--- src/rtl/tz_pkg.sv ---
// Shared TrustZone attribute encodings and types for the read-data path.
package tz_pkg;

    localparam logic TZ_SECURE    = 1'b0;
    localparam logic TZ_NONSECURE = 1'b1;

    localparam int TZ_DW = 32;

    // Tagged response word at the default SoC data width.
    typedef struct packed {
        logic [TZ_DW-1:0] data;
        logic             ns;
    } tz_rsp_t;

    // Resulting level of a paired response: secure only if both sides are secure.
    function automatic logic tz_level(input logic tag_ns, input logic rsp_ns);
        return tag_ns | rsp_ns;
    endfunction

    // A non-secure requester receiving secure data is a leak.
    function automatic logic tz_leak(input logic tag_ns, input logic rsp_ns);
        return (tag_ns == TZ_NONSECURE) && (rsp_ns == TZ_SECURE);
    endfunction

endpackage

--- src/rtl/tz_sync_fifo.sv ---
// Synchronous first-word-fall-through FIFO with wrap-bit pointers.
module tz_sync_fifo #(
    parameter int WIDTH = 1,
    parameter int DEPTH = 4
) (
    input  logic             clk,
    input  logic             rst_n,
    input  logic             push,
    input  logic [WIDTH-1:0] din,
    input  logic             pop,
    output logic [WIDTH-1:0] dout,
    output logic             full,
    output logic             empty
);

    localparam int AW = $clog2(DEPTH);

    logic [AW:0]      wr_ptr;
    logic [AW:0]      rd_ptr;
    logic [WIDTH-1:0] mem [DEPTH];

    assign full  = (wr_ptr[AW] != rd_ptr[AW]) && (wr_ptr[AW-1:0] == rd_ptr[AW-1:0]);
    assign empty = (wr_ptr == rd_ptr);
    assign dout  = mem[rd_ptr[AW-1:0]];

    // Pointer advance; a push while full or a pop while empty is ignored.
    always_ff @(posedge clk) begin
        if (!rst_n) begin
            wr_ptr <= '0;
            rd_ptr <= '0;
        end else begin
            if (push && !full)
                wr_ptr <= wr_ptr + (AW+1)'(1);
            if (pop && !empty)
                rd_ptr <= rd_ptr + (AW+1)'(1);
        end
    end

    // Storage write; contents are don't-care while empty so no reset is needed.
    always_ff @(posedge clk) begin
        if (push && !full)
            mem[wr_ptr[AW-1:0]] <= din;
    end

endmodule

--- src/rtl/tz_rdata_stage.sv ---
// Read-response stage: pairs in-order request security tags with returning
// responses, blocks secure-to-non-secure leaks and counts violations.
module tz_rdata_stage
    import tz_pkg::*;
#(
    parameter int DEPTH = 4,
    parameter int DW    = 32,
    parameter int CW    = 8
) (
    input  logic          clk,
    input  logic          rst_n,
    input  logic          req_valid,
    output logic          req_ready,
    input  logic          req_ns,
    input  logic          rsp_valid,
    output logic          rsp_ready,
    input  logic [DW-1:0] rsp_data,
    input  logic          rsp_ns,
    output logic          out_valid,
    input  logic          out_ready,
    output logic [DW-1:0] rdata,
    output logic          rdata_security_level,
    output logic          viol_pulse,
    output logic [CW-1:0] viol_count
);

    // Same layout as tz_rsp_t, sized to this instance's data width.
    typedef struct packed {
        logic [DW-1:0] data;
        logic          ns;
    } rsp_t;

    logic tag_full, tag_empty, tag_head;
    logic tag_push, tag_pop;

    logic data_full, data_empty;
    logic data_push, data_pop;
    rsp_t data_in, data_head;

    logic rsp_acc;
    logic viol;

    assign req_ready = !tag_full;
    assign rsp_ready = !data_full;
    assign tag_push  = req_valid && req_ready;
    assign rsp_acc   = rsp_valid && rsp_ready;

    tz_sync_fifo #(
        .WIDTH (1),
        .DEPTH (DEPTH)
    ) u_tag_fifo (
        .clk   (clk),
        .rst_n (rst_n),
        .push  (tag_push),
        .din   (req_ns),
        .pop   (tag_pop),
        .dout  (tag_head),
        .full  (tag_full),
        .empty (tag_empty)
    );

    // Pairing and policy: an accepted response consumes the head tag, or is an orphan.
    always_comb begin
        tag_pop   = 1'b0;
        data_push = 1'b0;
        data_in   = '0;
        viol      = 1'b0;
        if (rsp_acc) begin
            if (tag_empty) begin
                viol = 1'b1;
            end else begin
                tag_pop      = 1'b1;
                data_push    = 1'b1;
                data_in.ns   = tz_level(tag_head, rsp_ns);
                data_in.data = tz_leak(tag_head, rsp_ns) ? '0 : rsp_data;
                viol         = tz_leak(tag_head, rsp_ns);
            end
        end
    end

    assign data_pop = out_valid && out_ready;

    tz_sync_fifo #(
        .WIDTH ($bits(rsp_t)),
        .DEPTH (DEPTH)
    ) u_data_fifo (
        .clk   (clk),
        .rst_n (rst_n),
        .push  (data_push),
        .din   (data_in),
        .pop   (data_pop),
        .dout  (data_head),
        .full  (data_full),
        .empty (data_empty)
    );

    // Output view: head entry when valid, otherwise zero data at non-secure level.
    always_comb begin
        out_valid            = !data_empty;
        rdata                = '0;
        rdata_security_level = TZ_NONSECURE;
        if (!data_empty) begin
            rdata                = data_head.data;
            rdata_security_level = data_head.ns;
        end
    end

    // Registered violation pulse and saturating counter.
    always_ff @(posedge clk) begin
        if (!rst_n) begin
            viol_pulse <= 1'b0;
            viol_count <= '0;
        end else begin
            viol_pulse <= viol;
            if (viol && (viol_count != '1))
                viol_count <= viol_count + CW'(1);
        end
    end

endmodule
--- config.mk ---
export PLATFORM = sky130hd
export DESIGN_NAME = tz_rdata_stage
export DESIGN_NICKNAME = d
export VERILOG_FILES = /design/src/rtl/tz_pkg.sv /design/src/rtl/tz_sync_fifo.sv /design/src/rtl/tz_rdata_stage.sv
export SDC_FILE = /design/constraint.sdc
export NUM_CORES = 1
export LEC_CHECK = 0
export CORE_ASPECT_RATIO = 1.2
export CORE_MARGIN = 2
export CORE_UTILIZATION = 55
export DETAILED_ROUTE_END_ITERATION = 6
export PLACE_DENSITY = 0.79
export SLEW_MARGIN = 15
export SYNTH_ARGS = -nofsm -noshare
export SYNTH_HDL_FRONTEND = slang
export SYNTH_SLANG_ARGS = --single-unit
--- constraint.sdc ---
create_clock -name clk -period 2.75 [get_ports clk]
set_input_delay 0.55 -clock clk [delete_from_list [all_inputs] [get_ports clk]]
set_output_delay 0.55 -clock clk [all_outputs]
set_load 0.02 [all_outputs]
### After elaboration in Yosys (flattened, before gate mapping)

Memories as Yosys holds them, arrays and structs flattened. A register that Yosys moved wholly into a read port is not among the register bits.
Cells that the tools add are included.

* $add $sub $neg: 5
* bitwise logic cells: 2
* reduce and logical (&&, ||, !) cells: 15
* equal/unequal tests: 7
* muxes and demuxes: 17

Operators with widths (count)
* two-way mux 33 bit: 2
* two-way mux 32 bit: 2
* adder 3 x 1 -> 3 bit (second input constant): 4
* logical AND 1 bit: 11
* two-way mux 1 bit: 9
* adder 8 x 1 -> 8 bit (second input constant): 1
* two-way mux 2 bit: 4
* inequality test 8 bit (second input constant): 1
* == test 3 bit: 2
* == test 2 bit: 2
* zero test 1 bit: 4
* inequality test 1 bit: 2
* NOT 1 bit: 1
* bitwise OR 1 bit: 1

* logic and storage cells: 54
* memory bits (writable): 136
* output and inout port bits: 45
* register bits: 21
* memories: 2

Memory list
* u_data_fifo.mem: depth 4, width 33, read ports 1, clocked after Yosys merged registers in 1, write ports 1, line tz_sync_fifo.sv:20 `logic [WIDTH-1:0] mem [DEPTH];`
* u_tag_fifo.mem: depth 4, width 1, read ports 1, clocked after Yosys merged registers in 1, write ports 1, line tz_sync_fifo.sv:20

### Longest topological paths before layout

Gate-level depths: netlist of the first run.

* depth in word-level cells: 8
* depth in mapped cells: 7

### Hierarchy

Synthesis of the first run repeated with hierarchy kept, for this count alone.

* cell total of the unflattened synthesis: 446
* area total of the unflattened synthesis: 6991.7 µm²

Modules (own cells, without submodules)
* tz_sync_fifo at u_data_fifo: seq. area each 4124.0 µm², cells each 241, instances 1, area an instance 5327.6 µm²
* tz_rdata_stage: seq. area each 180.2 µm², cells each 128, instances 1, area an instance 925.9 µm²
* tz_sync_fifo at u_tag_fifo: seq. area each 280.3 µm², cells each 77, instances 1, area an instance 738.2 µm²

### Least setup slack after synthesis of the first run

OpenSTA, ideal clock, no wires.

* kind: flip-flop to output port
* from: register with a tool-made name
* to: output port rdata_security_level
* path buffers: 2
* stages on the path, launching flop included: 5
* required time: 2.200 ns
* slack: 0.557 ns
* arrival time: 1.643 ns
* cells stage by stage: dfxtp_1 > clkbuf_1 > buf_2 > mux4_2 > o21bai_1

RTL lines
* to (decl): line tz_rdata_stage.sv:22 `output logic rdata_security_level,`

==> flow_metrics.py, run 1 <==
metrics = {
    "clocking": {
        "clock_sinks": 161,
        "numCtsBuffers": 17,
        "hold_buffers": 0,
        "cts_tree": "built",
        "h-tree-depth": 4,
        "cts_buffer_depth": 2,
        "cts-root-buf": "clkbuf_16",
        "clock_latency_ns": 0.42,
        "path_clk_slew_ns": 0.06,
    },
    "yosys": {
        "postSynthCellCount": 396,
        "yosys_most_used_dff": "edfxtp_1",
        "ys_seq_area_frac": 0.6907,
        "yosysWarnings": 0,
        "async_flop_share": 0,
        "synth.distinct_cells": 38,
        "netlist.area_leader.share": 0.6153,
        "synth-seq-cells": 161,
        "synth_top_cell_by_area": "edfxtp_1",
        "synth_area_sq_um": 6638,
        "synth-edff-count": 136,
        "syn_avg_cell_area_sq_um": 16.76,
        "synth_nets": 446,
        "yosys-top-cells-area": "edfxtp_1 62%, mux4_2 11%, dfxtp_1 7.5%",
    },
    "sta": {
        "post-route-period-util": 0.9426,
        "hold_viol": 0,
        "worst_hold_slack_ns": 0.4991,
        "worst_slew_pin_slew_ns": 0.5183,
        "period_needed_ns": 2.592,
        "final.setup.tns_ns": 0,
        "finalSetupViolCount": 0,
        "skew_ns": 0.01402,
        "fmax_mhz": 385.8,
        "max-slew-margin-rel": 0.6523,
        "rsz0062_at_grt": "false",
        "timing.final.ws_setup_ns": 0.1579,
        "slew_violations": 0,
    },
    "grt": {
        "grt.total_usage": 0.2026,
        "grt_max_degree": 33,
        "antenna_found_initial": 0,
        "grt_pass1_wl_um": 19800,
        "grt_pass1_vias": 3863,
        "overflow": 0,
    },
    "drt": {
        "ant_nets": 0,
        "num_vias": 3603,
        "first_pass_iters": 4,
        "drt_iter0_markers": 197,
        "wl_per_cell_um": 18.38,
        "drc": 0,
        "drt-total-wl_um": 12260,
        "viasPerCell": 5.402,
    },
    "cells_and_area": {
        "layout.nets": 547,
        "drive_gt1_frac": 0.1843,
        "filler_cell_count": 758,
        "antenna_cells": 0,
        "final_cells": 667,
        "final_core_util": 0.7151,
        "synthToLayoutAreaGrowth_pct": 25.79,
    },
    "placement": {
        "gp_congestion": 0.8007,
        "io_buffers": 83,
        "place_ws_ns": 0.2983,
        "dp_cells": 634,
        "dp_hpwl_um": 7674,
    },
    "floorplan": {
        "pin_count": 84,
        "num_rows": 43,
        "core_area_sq_um": 11670,
        "die_w_um": 104.3,
        "die_height_um": 124.3,
        "fp.dieArea_sq_um": 12970,
        "start_util": 0.5685,
    },
    "power_and_ir_drop": {
        "ir_drop_uv": 456.7,
        "powerDensity_nw_per_um2": 922.0,
        "power_leakage_nw": 2.995,
    },
    "setup_path": {
        "worstSetupPathType": "flip-flop to output pin",
        "worstPathRequired_ns": 2.20,
        "path_max_fanout": 15,
        "startpoint_type": "flip-flop",
        "worst_ep_arrival_time_ns": 2.04,
        "critPathCaptureType": "output pin",
    },
    "outcome": {
        "status": "finished, final reports clean",
    },
    "worst_hold_path": {
        "hp-class": "flip-flop to flip-flop",
    },
    "job": {
        "maxCapViolations": 0,
    },
}
-- power by group --
part	internal (mW)	total, mW	switching, mW
Sequential	2.93	3.03	0.105
Combinational	1.09	2.34	1.25
Clock	1.42	2.32	0.901
-- per-stage QoR --
step                cell area [sq um]  power, mW
floorplan                        6638      4.589
global placement                 7769      5.579
detailed placement               7769      5.637
CTS                              8349      7.784
global route                     8349      8.037
finish                           8349      7.698
-- worst paths after layout --
check,from,end,cells after the start,slack (ns)
worst max register to register,u_data_fifo.wr_ptr[1],u_data_fifo.wr_ptr[2],7,0.84
worst min-delay path,u_tag_fifo.rd_ptr[2],u_tag_fifo.rd_ptr[2],2,0.50
worst min register to register,u_tag_fifo.rd_ptr[2],u_tag_fifo.rd_ptr[2],2,0.50
worst max-delay path,flip-flop,rdata_security_level,4,0.16
-- cell usage in the layout, fill, tap and decap left out, types with 4 or more instances in the layout --
cell type | Yosys | final
and2_1 | 69 | 69
clkdlybuf4s50_1 | 0 | 50
dlygate4sd2_1 | 0 | 33
xnor2_1 | 9 | 8
and3_2 | 0 | 4
buf_12 | 0 | 5
nor2_1 | 20 | 20
a21oi_1 | 8 | 8
mux4_2 | 33 | 33
mux2i_1 | 6 | 6
nand3_1 | 6 | 6
clkinvlp_4 | 0 | 5
edfxtp_1 | 136 | 136
buf_4 | 1 | 12
dfxtp_1 | 25 | 22
ha_1 | 11 | 11
inv_1 | 7 | 7
clkbuf_16 | 0 | 17
nand2_1 | 10 | 10
-- critical path, cell delays in order (launching register included) --
cell and delay, ns:
dfxtp_2 0.37, buf_12 0.19, mux4_2 0.51, o21bai_1 0.21
dlygate4sd2_1 0.34
-- routing by layer --
layer	GRT usage	part of all wire
met4	0.08347	0.019
met5	0	0
met3	0.05599	0.043
met2	0.3602	0.54
met1	0.2287	0.40
-- cells by family after synthesis --
kind of cell               count (synthesis)  synth area share
xor gates and xnor gates                  13           0.01715
muxes                                     40            0.1227
adders and majority gates                 11           0.02073
buffers and inverters                     26           0.01753
AOI/OAI and AO/OA                         21           0.02413
and+or+nand+nor                          124            0.1071
DFF                                      161            0.6907
-- Yosys cell counts (7+ instances only) --
cell	n
mux4_2	33
edfxtp_1	136
a21oi_1	8
xnor2_1	9
ha_1	11
clkbuf_1	10
inv_1	7
nand2_1	10
nor2_1	20
dfxtp_1	25
and2_1	69
-- state kept, by name, indices dropped and copies added (netlist names), named ones only --
| name | flops |
|---|---|
| viol_count | 8 |
| u_data_fifo.rd_ptr | 3 |
| viol_pulse | 1 |
| u_tag_fifo.mem | 4 |
| u_tag_fifo.rd_ptr | 3 |
| u_data_fifo.mem | 132 |
| u_tag_fifo.wr_ptr | 3 |
| u_data_fifo.wr_ptr | 3 |
-- cell type report --
class | count | area, sq um | area share
inverter | 8 | 30.03 | 0.003597
timing repair buffer | 100 | 979.7 | 0.1173
clock buffer | 18 | 429.2 | 0.05140
sequential | 161 | 4591 | 0.5498
tap | 157 | 196.4 | 0.02353
clock inverter | 14 | 166.4 | 0.01993
multi-input combinational | 209 | 1957 | 0.2344
-- repair_timing --
action                     in CTS  in global routing
setup endpoints to repair      34                  0
setup buffers                   1                  0
resized for setup              37                  0
(Power assumes the default switching activity.)
==> run 2, diff against run 1 <==
--- a/config.mk
+++ b/config.mk
@@ -5,11 +5,14 @@
 export SDC_FILE = /design/constraint.sdc
 export NUM_CORES = 1
 export LEC_CHECK = 0
+export CAP_MARGIN = 20
+export CELL_PAD_IN_SITES_DETAIL_PLACEMENT = 2
+export CELL_PAD_IN_SITES_GLOBAL_PLACEMENT = 2
 export CORE_ASPECT_RATIO = 1.2
 export CORE_MARGIN = 2
-export CORE_UTILIZATION = 55
+export CORE_UTILIZATION = 40
 export DETAILED_ROUTE_END_ITERATION = 6
-export PLACE_DENSITY = 0.79
+export PLACE_DENSITY_LB_ADDON = 0.1
 export SLEW_MARGIN = 15
 export SYNTH_ARGS = -nofsm -noshare
 export SYNTH_HDL_FRONTEND = slang
==> run 2 against run 1 <==
Register-to-register slack lost 0.16 ns. Maximum frequency shrank 2.1%. First-iteration DRC count shrank 5.6%.
==> flow_metrics.py, run 2 (synthesis gave the netlist of run 1 again) <==
metrics = {
    "clocking": {
        "cts-root-buf": "clkbuf_16",
        "hold_buffers": 0,
        "h-tree-depth": 4,
        "cts_tree": "built",
        "cts_buffer_depth": 2,
        "path_clk_slew_ns": 0.06,
        "clock_sinks": 161,
        "clock_latency_ns": 0.43,
        "numCtsBuffers": 17,
    },
    "sta": {
        "period_needed_ns": 2.647,
        "fmax_mhz": 377.8,
        "skew_ns": 0.01078,
        "post-route-period-util": 0.9626,
        "slew_violations": 0,
        "final.setup.tns_ns": 0,
        "timing.final.ws_setup_ns": 0.1028,
        "hold_viol": 0,
        "worst_slew_pin_slew_ns": 0.5316,
        "finalSetupViolCount": 0,
        "rsz0062_at_grt": "false",
        "max-slew-margin-rel": 0.6439,
    },
    "grt": {
        "grt_max_degree": 36,
        "grt_pass1_vias": 4267,
        "grt.total_usage": 0.1963,
        "antenna_found_initial": 0,
        "grt_pass1_wl_um": 25110,
        "overflow": 0,
    },
    "cells_and_area": {
        "final_common_cell": "edfxtp_1",
        "synthToLayoutAreaGrowth_pct": 28.20,
        "largest_reg_flops": 132,
        "layout.nets": 550,
        "filler_cell_count": 1496,
        "final_core_util": 0.5250,
        "drive_gt1_frac": 0.1930,
        "fin_area_sq_um": 8509,
        "layout_common_cells": "136 x edfxtp_1, 69 x and2_1, 50 x clkdlybuf4s50_1",
        "antenna_cells": 0,
    },
    "setup_path": {
        "critPathCaptureType": "output pin",
        "r2r-start": "u_tag_fifo.wr_ptr[0]",
        "timing.rr.end": "u_data_fifo.mem[0][14]",
        "worstPathRequired_ns": 2.20,
        "worstSetupPathType": "flip-flop to output pin",
        "reg2regPathDepth": 6,
        "startpoint_type": "flip-flop",
        "path_max_fanout": 35,
        "rrSetupSlack_ns": 0.68,
        "worst_ep_arrival_time_ns": 2.10,
    },
    "floorplan": {
        "num_rows": 51,
        "start_util": 0.4095,
        "die_w_um": 121.6,
        "pin_count": 84,
        "fp.dieArea_sq_um": 17650,
        "core_area_sq_um": 16210,
        "die_height_um": 145.1,
    },
    "worst_hold_path": {
        "hold_depth": 2,
        "hold_end": "viol_count[1]",
        "hp-class": "flip-flop to flip-flop",
        "min-delay-start": "viol_count[1]",
    },
    "placement": {
        "io_buffers": 83,
        "dpl_cell_area_sq_um": 7873,
        "place_ws_ns": 0.2091,
        "gp_congestion": 0.7178,
        "dp_hpwl_um": 10570,
    },
    "power_and_ir_drop": {
        "finalPower_mw": 8.182,
        "powerDensity_nw_per_um2": 961.5,
        "power_leakage_nw": 3.056,
        "ir_drop_uv": 435.4,
    },
    "drt": {
        "num_vias": 3734,
        "drc": 0,
        "viasPerCell": 5.150,
        "ant_nets": 0,
        "wl_per_cell_um": 22.82,
        "drt_iter0_markers": 186,
        "first_pass_iters": 4,
        "drt-total-wl_um": 16550,
    },
    "job": {
        "maxCapViolations": 0,
    },
    "outcome": {
        "status": "finished, final reports clean",
    },
}
## run 2: worst max-delay path, stage by stage, from the launching register on
cell and delay (ns):
dfxtp_1 0.38, xnor2_2 0.33, nand3b_1 0.19, buf_12 0.21, clkdlybuf4s50_1 0.55
## run 2: worst max-delay path by stage
| stage | slack (ns) | end | cells past startpoint | from |
|---|---|---|---|---|
| floorplan | 0.56 | rdata_security_level | 4 | flip-flop |
| global placement | 0.31 | rdata[1] | 5 | u_data_fifo.rd_ptr[2] |
| detailed placement | 0.21 | rdata[2] | 5 | u_data_fifo.wr_ptr[2] |
| CTS | 0.07 | rdata_security_level | 4 | flip-flop |
| global route | 0.03 | rdata_security_level | 4 | flip-flop |
| finish | 0.10 | out_valid | 4 | u_data_fifo.wr_ptr[0] |
## run 2: through the flow
stage	hold slack [ns]	std cells
after floorplan	0.4577	396
after global placement	0.4749	692
after detailed placement	0.4953	692
after CTS	0.5106	725
after global routing	0.5345	725
final	0.5025	725
## run 2: layer usage
layer	wire length (um)	vias to the layer above	global-route usage	part of all wire
met3	462	22	0.03381	0.028
met1	6556	1936	0.2273	0.40
met2	9209	85	0.3604	0.56
met4	319	0	0.06897	0.019
met5	0	-	0	0
li1	-	1691	-	-
## run 2: power by group
group	switching [mW]	internal, mW
Clock	1.00	1.63
Combinational	1.36	1.14
Sequential	0.125	2.93
## run 2: layout make-up
type / instances / area, sq um / area share
Multi-Input combinational cell: 209 / 1957 / 0.2300
Inverter: 8 / 30.03 / 0.003529
Clock inverter: 15 / 230.2 / 0.02705
Tap cell: 212 / 265.3 / 0.03117
Timing Repair Buffer: 103 / 1015 / 0.1192
Clock buffer: 17 / 425.4 / 0.04999
Sequential cell: 161 / 4587 / 0.5390
## run 2: repair_timing
action / 4_1_cts / 5_1_grt
resized for setup: 35 / 0
setup endpoints to repair: 34 / 0
setup buffers: 1 / 0
==> run 3, diff against run 2 <==
--- a/config.mk
+++ b/config.mk
@@ -10,7 +10,8 @@
 export CELL_PAD_IN_SITES_GLOBAL_PLACEMENT = 2
 export CORE_ASPECT_RATIO = 1.2
 export CORE_MARGIN = 2
-export CORE_UTILIZATION = 40
+export CORE_UTILIZATION = 38
+export CTS_BUF_LIST = sky130_fd_sc_hd__clkbuf_4
 export DETAILED_ROUTE_END_ITERATION = 6
 export PLACE_DENSITY_LB_ADDON = 0.1
 export SLEW_MARGIN = 15
==> run 3 against run 2 <==
Critical path depth grew 1. First-iteration DRC count grew 9.7%. Count of clock-buffer cells in the layout is the same. Critical endpoint is now rdata_security_level. Critical path type unchanged.
==> flow_metrics.py, run 3 (synthesis gave the netlist of run 1 again) <==
metrics = {
    "outcome": {
        "status": "finished, final reports clean",
    },
    "drt": {
        "viasPerCell": 5.029,
        "drt_iter0_markers": 204,
        "drt-total-wl_um": 15120,
        "first_pass_iters": 4,
        "ant_nets": 0,
        "num_vias": 3691,
        "drc": 0,
        "wl_per_cell_um": 20.60,
    },
    "cells_and_area": {
        "final_common_cell": "edfxtp_1",
        "final_cells": 734,
        "multi_input_area_sq_um": 1963,
        "synthToLayoutAreaGrowth_pct": 23.56,
        "fin_area_sq_um": 8202,
        "drive_gt1_frac": 0.2669,
        "filler_cell_count": 1599,
        "layout.nets": 554,
        "seq_area_sq_um": 4591,
        "layout_common_cells": "136 x edfxtp_1, 68 x and2_1, 49 x clkdlybuf4s50_1",
        "largest_reg_flops": 132,
    },
    "placement": {
        "dp_hpwl_um": 9780,
        "gp_congestion": 0.6931,
        "dp_cells": 696,
        "place_ws_ns": 0.2624,
        "dpl_cell_area_sq_um": 7878,
        "io_buffers": 83,
    },
    "power_and_ir_drop": {
        "power_leakage_nw": 2.858,
        "switchingPower_mw": 2.333,
        "p_int_mw": 4.788,
        "finalPower_mw": 7.120,
        "pwr-share-seq": 0.426,
        "powerDensity_nw_per_um2": 868.2,
        "ir_drop_uv": 340.8,
        "p_comb_frac": 0.365,
        "swShare": 0.3276,
        "power_frac_clock": 0.210,
    },
    "grt": {
        "grt_pass1_wl_um": 23750,
        "overflow": 0,
        "antenna_found_initial": 1,
        "grt.total_usage": 0.1713,
        "grt_max_degree": 35,
        "grt_pass1_vias": 4104,
    },
    "clocking": {
        "path_clk_slew_ns": 0.15,
        "cts-root-buf": "clkbuf_4",
        "hold_buffers": 0,
        "cts_buffer_depth": 2,
        "clock_latency_ns": 0.56,
        "h-tree-depth": 4,
        "clock_sinks": 161,
        "cts_tree": "built",
        "numCtsBuffers": 17,
    },
    "sta": {
        "slew_violations": 0,
        "rsz0062_at_grt": "true",
        "period_needed_ns": 2.678,
        "finalSetupViolCount": 0,
        "worst_slew_pin_slew_ns": 0.5430,
        "timing.final.ws_setup_ns": 0.07163,
        "post-route-period-util": 0.9740,
        "max-slew-margin-rel": 0.6363,
        "hold_viol": 0,
        "fmax_mhz": 373.4,
        "skew_ns": 0.02191,
    },
    "floorplan": {
        "start_util": 0.3909,
        "core_area_sq_um": 16980,
        "pin_count": 84,
        "num_rows": 52,
        "die_height_um": 148.8,
        "fp.dieArea_sq_um": 18550,
        "die_w_um": 124.7,
    },
    "setup_path": {
        "worstSetupPathType": "flip-flop to output pin",
        "path_max_fanout": 7,
        "critPathCaptureType": "output pin",
        "worst_ep_arrival_time_ns": 2.13,
        "startpoint_type": "flip-flop",
        "worstPathRequired_ns": 2.20,
    },
    "worst_hold_path": {
        "hp-class": "flip-flop to flip-flop",
    },
    "job": {
        "maxCapViolations": 0,
    },
}
run 3: final timing paths:
check                                           from                endpoint  slack, ns  depth (start not counted)
worst max register to register  u_tag_fifo.wr_ptr[0]  u_data_fifo.mem[3][10]       0.69                          6
worst max-delay path                       flip-flop    rdata_security_level       0.07                          5
worst min-delay path            u_tag_fifo.rd_ptr[2]    u_tag_fifo.rd_ptr[2]       0.50                          2
worst min register to register  u_tag_fifo.rd_ptr[2]    u_tag_fifo.rd_ptr[2]       0.50                          2
run 3: metal layers:
layer / GRT usage / vias up / share of wire
met2: 0.3120 / 73 / 0.54
met1: 0.2027 / 1894 / 0.41
li1: - / 1708 / -
met5: 0 / - / 0
met4: 0.05618 / 0 / 0.014
met3: 0.03623 / 16 / 0.034
run 3: area by class of cell:
class                      instances  area share
timing repair buffer             107      0.1265
sequential                       161      0.5597
tap                              216     0.03295
multi-input combinational        209      0.2394
inverter                           8    0.003661
antenna                            1   0.0003051
clock buffer                      17     0.01556
clock inverter                    15     0.02197
run 3: metrics by stage:
stage                     setup TNS [ns]  hold WS [ns]    util
after floorplan                        0        0.4577       -
final                                  0        0.5046  0.4830
after detailed placement               0        0.4878  0.4639
after global placement                 0        0.4773  0.4639
after global routing            -0.06764        0.5354  0.4830
after CTS                       -0.05058        0.5078  0.4850
run 3: repair_timing:
action	in CTS	in global routing
buffers inserted	2	0
gates cloned	2	1
setup endpoints to repair	35	19
resized for setup	123	12
pin swaps	1	0
run 3: power groups by stage:
stage / registers [mW] / logic [mW] / clock network, mW
global placement: 3.06 / 2.60 / 0
finish: 3.03 / 2.60 / 1.49
detailed placement: 3.08 / 2.67 / 0
CTS: 3.03 / 2.69 / 1.55
floorplan: 3.05 / 1.54 / 0
global route: 3.06 / 2.83 / 1.64
run 3: worst max-delay path, stage by stage (launching register included):
cell	delay (ns)
dfxtp_4	0.41
buf_6	0.15
buf_12	0.14
mux4_2	0.49
o21bai_2	0.22
buf_2	0.17
